**config.mk**
```make
export PLATFORM = sky130hd
export DESIGN_NAME = led_mode_select
export DESIGN_NICKNAME = d
export VERILOG_FILES = /design/src/rtl/led_mode_select.sv
export SDC_FILE = /design/constraint.sdc
export NUM_CORES = 1
export LEC_CHECK = 0
export ABC_AREA = 1
export CAP_MARGIN = 20
export CORE_MARGIN = 2
export CORE_UTILIZATION = 46
export CTS_CLUSTER_DIAMETER = 100
export DETAILED_ROUTE_END_ITERATION = 7
export HOLD_SLACK_MARGIN = 0.08
export MAX_ROUTING_LAYER = met4
export PLACE_DENSITY = 0.77
export SYNTH_ARGS = -nofsm -noshare
export SYNTH_HDL_FRONTEND = slang
export SYNTH_SLANG_ARGS = --single-unit
```
**constraint.sdc**
```tcl
create_clock -name clk -period 1.4 [get_ports clk]
set_input_delay 0.28 -clock clk [delete_from_list [all_inputs] [get_ports clk]]
set_output_delay 0.28 -clock clk [all_outputs]
set_load 0.005 [all_outputs]
```
**src/rtl/led_mode_select.sv**
```systemverilog
`default_nettype none
// ============================================================================
// Module   : led_mode_select
// Purpose  : Debounced push-button mode selector. Each accepted press advances
//            a 2-bit mode index. One of four LED patterns drives the outputs,
//            and the LEDs are blanked for a short window after every change.
// Revision : 1.0 - initial release
// ============================================================================
module led_mode_select #(
   parameter int DEBOUNCE_CYCLES = 20000,
   parameter int BLANK_CYCLES    = 1000
) (
   input  logic       clk,
   input  logic       rst_n,
   input  logic       key_n,
   input  logic [7:0] mode0_led,
   input  logic [7:0] mode1_led,
   input  logic [7:0] mode2_led,
   input  logic [7:0] mode3_led,
   output logic [7:0] led_out,
   output logic [1:0] mode_sel,
   output logic       mode_changed
);

   localparam int DEB_W   = $clog2(DEBOUNCE_CYCLES + 1);
   localparam int BLANK_W = $clog2(BLANK_CYCLES + 1);
   localparam logic [DEB_W-1:0]   DEB_LAST   = DEB_W'(DEBOUNCE_CYCLES - 1);
   localparam logic [BLANK_W-1:0] BLANK_LOAD = BLANK_W'(BLANK_CYCLES);

   typedef enum logic [1:0] {
      IDLE         = 2'd0,
      PRESS_WAIT   = 2'd1,
      HELD         = 2'd2,
      RELEASE_WAIT = 2'd3
   } state_t;

   logic               key_meta;
   logic               key_s;
   logic               pressed;
   state_t             state;
   state_t             state_nxt;
   logic [DEB_W-1:0]   deb_cnt;
   logic [DEB_W-1:0]   deb_cnt_nxt;
   logic               advance;
   logic [BLANK_W-1:0] blank_cnt;
   logic [7:0]         sel_led;

   assign pressed = ~key_s;

   // Two-flop synchronizer for the asynchronous button; resets to "released".
   always_ff @(posedge clk or negedge rst_n) begin
      if (!rst_n) begin
         key_meta <= 1'b1;
         key_s    <= 1'b1;
      end else begin
         key_meta <= key_n;
         key_s    <= key_meta;
      end
   end

   // Debounce state register and stability counter.
   always_ff @(posedge clk or negedge rst_n) begin
      if (!rst_n) begin
         state   <= IDLE;
         deb_cnt <= '0;
      end else begin
         state   <= state_nxt;
         deb_cnt <= deb_cnt_nxt;
      end
   end

   // Debounce next-state logic; advance fires once when a press is confirmed.
   always_comb begin
      state_nxt   = state;
      deb_cnt_nxt = '0;
      advance     = 1'b0;
      case (state)
         IDLE: begin
            if (pressed) begin
               state_nxt   = PRESS_WAIT;
               deb_cnt_nxt = DEB_W'(1);
            end
         end
         PRESS_WAIT: begin
            if (!pressed) begin
               state_nxt = IDLE;
            end else if (deb_cnt == DEB_LAST) begin
               state_nxt = HELD;
               advance   = 1'b1;
            end else begin
               deb_cnt_nxt = deb_cnt + DEB_W'(1);
            end
         end
         HELD: begin
            // Holding the key never re-arms the advance: no auto-repeat.
            if (!pressed) begin
               state_nxt   = RELEASE_WAIT;
               deb_cnt_nxt = DEB_W'(1);
            end
         end
         RELEASE_WAIT: begin
            // A press seen here is release bounce; return to HELD silently.
            if (pressed) begin
               state_nxt = HELD;
            end else if (deb_cnt == DEB_LAST) begin
               state_nxt = IDLE;
            end else begin
               deb_cnt_nxt = deb_cnt + DEB_W'(1);
            end
         end
         default: begin
            state_nxt = IDLE;
         end
      endcase
   end

   // Pattern multiplexer driven by the current mode index.
   always_comb begin
      sel_led = mode0_led;
      case (mode_sel)
         2'd0:    sel_led = mode0_led;
         2'd1:    sel_led = mode1_led;
         2'd2:    sel_led = mode2_led;
         default: sel_led = mode3_led;
      endcase
   end

   // Mode index, change pulse, blanking window and registered LED drive.
   // A new advance reloads the blank window rather than extending it.
   always_ff @(posedge clk or negedge rst_n) begin
      if (!rst_n) begin
         mode_sel     <= 2'd0;
         mode_changed <= 1'b0;
         blank_cnt    <= '0;
         led_out      <= 8'h00;
      end else begin
         mode_changed <= advance;
         if (advance) begin
            mode_sel  <= mode_sel + 2'd1;
            blank_cnt <= BLANK_LOAD;
         end else if (blank_cnt != '0) begin
            blank_cnt <= blank_cnt - BLANK_W'(1);
         end
         led_out <= (blank_cnt != '0) ? 8'h00 : sel_led;
      end
   end

endmodule
`default_nettype wire

```
==> metrics.md, run 1 <==
| Metric | Value |
|---|---|
| H-tree Lvls | 2 |
| Post-Syn Nets | about 330 |
| CP top delay family | simple AND/OR/NAND/NOR gates |
| CTS sink cnt | 40 |
| Clk slew on worst S/H paths | approximately 80 ps |
| CP bufs+invs | 1 |
| Cts bufs inserted | 5 |
| DRT Wirelength | roughly 5300 um |
| Cells after DPL | 399 |
| Top-count cell post-synth | nand2_1 |
| Ys Warns | 0 |
| Least-Margin Pin Slew | between 300 and 400 ps |
| Top post-synthesis cells by area | dfrtp_1, nand2_1, nor2_1 |
| Detailed Route Iter0 Violations | 100 |
| Total grt overflow | 0 |
| Root buf cell | clkbuf_8 |
| CP startpoint kind | register |
| Compound-gate portion of the synthesized area | ~7.7% |
| Vias in the first global route | 2025 |
| Fillers | about 390 |
| Fin worst setup slack | -10.2 ps |
| Post-synthesis adder-cell area fraction | ~3.4% |
| Sequential power share | approximately 45% |
| Diode count | 0 |
| Synth cell count leaders | nand2_1, nor2_1, dfrtp_1, inv_1, nand3_1 |
| Ys flop type | dfrtp_1 |
| Cell mode on critical path | nand2_1 |
| Slew HR | roughly 74% |
| Async SR Flop Fraction | between 90% and 100% |
| Max Root-Sink Buffers | 2 |
| Min Tclk post-route | approximately 1400 ps |
| Static Leak | 0.00148 uW |
| Synth Area in Simple Gates | 34.0% |
| Final setup violation count | 1 |
| Pre-Repair DR Iteration Count | 4 |
| Mux contribution to synthesized area | 0% |
| # port buffers | 45 |
| Max incr delay on CP | 390 ps |
| Initial antenna violation count | 0 |
| Violated checks | negative setup slack |
| Largest family of logic cells by synthesized area | simple AND/OR/NAND/NOR gates |
| Clock group share of total power | between 30% and 40% |
| Max Slew Vio Count | 0 |
| Endpoints failing hold | 0 |
| Final net count | a little under 400 |
| Die area | 5390 sq um |
| Placed instance area | 2840 sq um |
| Synth Register Bits | 40 |
| Post-route core utilization | between 60% and 70% |
| Area growth, synth to finish | 41.3% |
| TritonCTS clock tree | built |
| Post-synth EDFFs | 0 |
| Area share of the largest cell type after synthesis | 42.9% |
| Gpl congestion | approximately 0.9 |
| Kind of critical path | register to register |
| Tot GR Track Use | 22.5% |
| Max_cap viols | 0 |
| Worst path required time | roughly 1600 ps |
| Critical-path top delay cell | dfrtp_1 |
| Switch share | about a quarter |
| Core ar. | between 4000 and 5000 sq um |
| VDD IR max | just under 0.6 mV |
| Via density | 5.14 |
| Int Pwr | ~2100 uW |
| Cells after Synth | about 290 |
| Num rows | 25 |
| Unrepaired setup endpoints after global routing | true |
| Syn Std Cell Area | 2220 sq um |
| Final cell count without fillers | ~410 |
| Final Cell Area | 3130 sq um |
| Worst-skew pair later-pin latency | around 300 ps |
| Die X | 73.4 um |
| HPWL Detailed | 3950 um |
| Post-synthesis sequential area ratio | a little under half |
| TNS Setup | -10.2 ps |
| Unique masters post-synth | 30 |
| Total number of vias | about 2100 |
| Xor/xnor share of the synthesized area | 1.98% |
| Drt wl/cell | between 10 and 15 um |
| Final period utilization | 101% |
| Hold Path Class | register to register |
| CP Max Fanout | 4 |
| Pwr Total | 2920 uW |
| Share of post-route cells with drive strength above 1 | between 10% and 20% |
| Final Skew | roughly 4.5 ps |
| Syn avg cell area | 7.69 sq um |
| Largest net degree at the start of global routing | 17 |
| Crit. End Element | register |
| Final antenna-violating net count | 0 |
| NetSw | roughly 770 uW |
| DIE HEIGHT | roughly 73 um |
| Status | complete, but fails checks |
| Crit path DAT | 1650 ps |
| Sequence of cells on the critical path | ha_4 > nand3_4 > buf_6 > nor2_2 > nand2_1 > o21bai_1 > nand2_1 > nor2_1 |
| Comb power frac | approximately 20% |
| I/O Pins | 46 |
| Initial Util | 47.2% |
| Pwr/cell area | just over 900 nW/um^2 |
| Largest area contributor in the netlist | dfrtp_1 |
| Global-route wire length before repair | roughly 9000 um |
| F_max | between 700 and 800 MHz |
| DRC | 0 |
==> kinds of logic after synthesis <==
kind of cell,Yosys count
flops,40
fa+ha+maj,6
simple gates,167
compound gates,31
buf+inv,39
xor+xnor,5
==> routing by layer <==
metal  wire length, um  vias to the layer above  track usage (%)
li1                  -                     1058                -
met1              2180                      972             26.9
met2              2630                       74             36.4
met3               401                        9             6.86
met4                72                        0             7.07
met5                 0                        -                -
==> cell usage in the layout (no fill, tap or decap), types with 2 or more instances in the layout <==
| cell | instances |
|---|---|
| a21oi_1 | 9 |
| a21oi_2 | 2 |
| buf_4 | 18 |
| buf_6 | 3 |
| clkbuf_8 | 7 |
| clkdlybuf4s50_1 | 33 |
| dfrtp_1 | 37 |
| dfstp_2 | 2 |
| dlygate4sd2_1 | 11 |
| ha_4 | 6 |
| inv_1 | 27 |
| inv_2 | 4 |
| nand2_1 | 65 |
| nand2_2 | 2 |
| nand3_1 | 28 |
| nand3_2 | 2 |
| nand3_4 | 3 |
| nand3b_1 | 2 |
| nand4_1 | 5 |
| nor2_1 | 42 |
| nor2_2 | 11 |
| nor3_1 | 3 |
| o21ai_0 | 10 |
| o21ai_1 | 5 |
| o21bai_1 | 2 |
| xnor2_1 | 2 |
| xor2_1 | 3 |
==> sequential cells by signal (all words and copies together) (netlist names), named ones only <==
signal / flops
state: 1
deb_cnt: 15
blank_cnt: 10
mode_sel: 2
key_meta: 1
led_out: 8
mode_changed: 1
key_s: 1
==> repair_timing <==
| item | 4_1_cts | 5_1_grt |
|---|---|---|
| buffers inserted | 2 | 1 |
| gates resized for setup | 22 | 27 |
| hold buffers | 1 | 0 |
| hold endpoints to repair | 12 | 0 |
| pin swaps | 1 | 6 |
| endpoints found under the setup margin | 25 | 33 |
==> per-stage QoR <==
step	hold WS [ps]	setup WS (ps)
after floorplan	-15.6	7.76
after global placement	217	-6.56
after detailed placement	225	-72.3
after CTS	360	0.537
after global routing	366	-145
final	360	-10.2
==> final timing paths <==
path	to	startpoint	slack [ps]	cells after the start
setup / recovery	deb_cnt[14]	deb_cnt[0]	-10	8
hold / removal	key_s	key_meta	360	0
setup reg to reg	deb_cnt[14]	deb_cnt[0]	-10	8
hold reg to reg	key_s	key_meta	360	0
max in group asynchronous	state[0]	rst_n	480	3
min in group asynchronous	led_out[1]	rst_n	430	2
==> layout make-up <==
| type | instances | area (sq um) | share of cell area (%) |
|---|---|---|---|
| Multi-Input combinational cell | 209 | 1180 | 37.6 |
| Clock inverter | 1 | 30.0 | 0.959 |
| Inverter | 32 | 124 | 3.96 |
| Tap cell | 54 | 67.6 | 2.16 |
| Clock buffer | 7 | 96.3 | 3.08 |
| Sequential cell | 40 | 1000 | 32.1 |
| Timing Repair Buffer | 68 | 631 | 20.1 |
==> power by group through the flow <==
| stage | Clock (uW) | Sequential (uW) | Combinational [uW] |
|---|---|---|---|
| after floorplan | 0 | 1320 | 272 |
| after global placement | 0 | 1310 | 534 |
| after detailed placement | 0 | 1310 | 546 |
| after CTS | 1060 | 1310 | 561 |
| after global routing | 1100 | 1320 | 652 |
| final | 1040 | 1310 | 573 |
Power figures use the tool's default switching activity.
==> run 2: changes to the inputs <==
- CORE_UTILIZATION: 46 -> 45
- PLACE_DENSITY: 0.77 -> 0.75
==> metrics.md, run 2 (synthesis results as in run 1) <==
| Metric | Value |
|---|---|
| R2R Setup Slk | -50 ps |
| Gpl congestion | between 0.9 and 1 |
| DIE HEIGHT | about 74 um |
| Commonest non-fill, non-tap cell in the layout | nand2_1 |
| Crit. End Element | register |
| Fillers | between 300 and 400 |
| Most frequent cells in the layout | nand2_1, dfrtp_1, nor2_1, clkdlybuf4s50_1, inv_1 |
| Violated checks | negative setup slack |
| F_max | between 600 and 700 MHz |
| Hold Path Class | register to register |
| Tot GR Track Use | between 20% and 30% |
| Crit path DAT | 1630 ps |
| VDD IR max | ~0.87 mV |
| DRT Wirelength | a little under 6000 um |
| Int Pwr | about 2300 uW |
| Initial Util | 46.9% |
| Final setup violation count | 10 |
| Kind of critical path | register to register |
| Final net count | 405 |
| Status | complete, but fails checks |
| Total grt overflow | 0 |
| CP Max Fanout | 8 |
| Max Slew Vio Count | 0 |
| Pre-Repair DR Iteration Count | 7 |
| TritonCTS clock tree | built |
| Top flop regs | deb_cnt: 15 flops, blank_cnt: 10 flops, led_out: 8 flops |
| Initial antenna violation count | 0 |
| Sequence of cells on the critical path | buf_6 > clkinvlp_4 > ha_4 > a21oi_2 > nand3_1 > o21ai_0 > nor2_2 |
| Sequential power share | 43.0% |
| CTS sink cnt | 40 |
| Diode count | 0 |
| Max_cap viols | 0 |
| Endpoints failing hold | 0 |
| Worst-skew pair later-pin latency | roughly 300 ps |
| Via density | 5.04 |
| Slew HR | around 77% |
| Core ar. | between 4000 and 5000 sq um |
| # port buffers | 45 |
| Final antenna-violating net count | 0 |
| Cts bufs inserted | 5 |
| Final period utilization | 104% |
| I/O Pins | 46 |
| Comb power frac | between 20% and 30% |
| TNS Setup | -150 ps |
| Num rows | 25 |
| DRC | 0 |
| Final Skew | approximately 9 ps |
| Max Root-Sink Buffers | 2 |
| Pre-CTS setup slack | -75.4 ps |
| Clk slew on worst S/H paths | 80 ps |
| Fin worst setup slack | -51.3 ps |
| Min Tclk post-route | 1450 ps |
| Total number of vias | roughly 2200 |
| Unrepaired setup endpoints after global routing | true |
| Switch share | approximately a quarter |
| Most flops, register | deb_cnt |
| Detailed Route Iter0 Violations | 170 |
| Max incr delay on CP | 380 ps |
| Die X | between 70 and 80 um |
| NetSw | approximately 800 uW |
| Pwr/cell area | 909 nW/um^2 |
| Largest net degree at the start of global routing | a little over 40 |
| Worst path required time | between 1500 and 2000 ps |
| Drt wl/cell | 13.4 um |
| Die area | 5500 sq um |
| CP startpoint kind | register |
| H-tree Lvls | 2 |
| Least-Margin Pin Slew | approximately 340 ps |
| Vias in the first global route | around 2100 |
| Static Leak | ~0.0016 uW |
| Area growth, synth to finish | 51.7% |
| Root buf cell | clkbuf_8 |
| Clock group share of total power | approximately 37% |
| Critical-path top delay cell | dfrtp_1 |
| Share of post-route cells with drive strength above 1 | about a quarter |
| HPWL Detailed | between 3000 and 4000 um |
| Global-route wire length before repair | around 8900 um |
| Number of flip-flops in the largest register | 15 |
-- run 2: cell count changes in the layout (fill, tap and decap cells not counted), sizes merged --
cell          change
dlymetal6s2s      +1
clkinvlp          +1
bufinv            +1
dlygate4sd2       -2
buf               +8
inv               -1
-- run 2: power groups by stage --
stage          combinational [uW]  sequential, uW  clock (uW)
2_1_floorplan                 272            1320           0
3_5_place_dp                  558            1320           0
3_3_place_gp                  548            1320           0
4_1_cts                       578            1310        1140
6_report                      616            1320        1130
5_1_grt                       695            1320        1180
-- run 2: path summary, 6_finish.rpt --
path	depth (start not counted)	endpoint	startpoint
worst max-delay path	7	led_out[6]	mode_sel[1]
worst min-delay path	0	key_s	key_meta
worst max register to register	7	led_out[6]	mode_sel[1]
worst min register to register	0	key_s	key_meta
max in group asynchronous	3	key_s	rst_n
min in group asynchronous	3	deb_cnt[7]	rst_n
-- run 2: through the flow --
step | power, uW | instances | util [%] | hold slack, ps | instance area [sq um]
final | 3060 | 432 | 71.2 | 361 | 3360
after global routing | 3200 | 432 | 71.2 | 367 | 3360
after CTS | 3030 | 427 | 65.4 | 362 | 3090
after detailed placement | 1880 | 416 | 61.3 | 268 | 2890
after global placement | 1860 | 416 | 61.3 | 261 | 2890
after floorplan | 1590 | 288 | - | -15.6 | 2220
-- run 2: area by class of cell --
cell class / instances / area (sq um) / share of cell area, %
tap: 67 / 83.8 / 2.49
clock inverter: 2 / 60.1 / 1.79
inverter: 32 / 128 / 3.80
multi-input combinational: 209 / 1280 / 38.2
clock buffer: 6 / 72.6 / 2.16
sequential: 40 / 1000 / 29.8
timing repair buffer: 76 / 731 / 21.7
-- run 2: repair_timing --
item / CTS / global route
gates cloned: 0 / 1
pin swaps: 2 / 22
resized for setup: 21 / 59
buffers inserted: 2 / 4
endpoints found under the setup margin: 34 / 35
hold buffers: 1 / 0
hold endpoints to repair: 38 / 0
-- run 2: critical path: cells and delay by family (launching register included) --
kind | cells | cell delay (ps)
AOI/OAI and AO/OA | 2 | 270
adders and majority gates | 1 | 230
buffers and inverters | 2 | 300
DFF | 1 | 380
and+or+nand+nor | 2 | 160
-- run 2: per-layer routing --
metal / vias to the layer above / global-route usage [%] / part of all wire (%) / routed length, um
met3: 10 / 6.37 / 6.9 / 400
met2: 85 / 34.6 / 49 / 2870
met4: 0 / 10.5 / 2.2 / 129
li1: 1077 / - / - / -
met5: - / - / 0 / 0
met1: 1005 / 26.5 / 41 / 2410
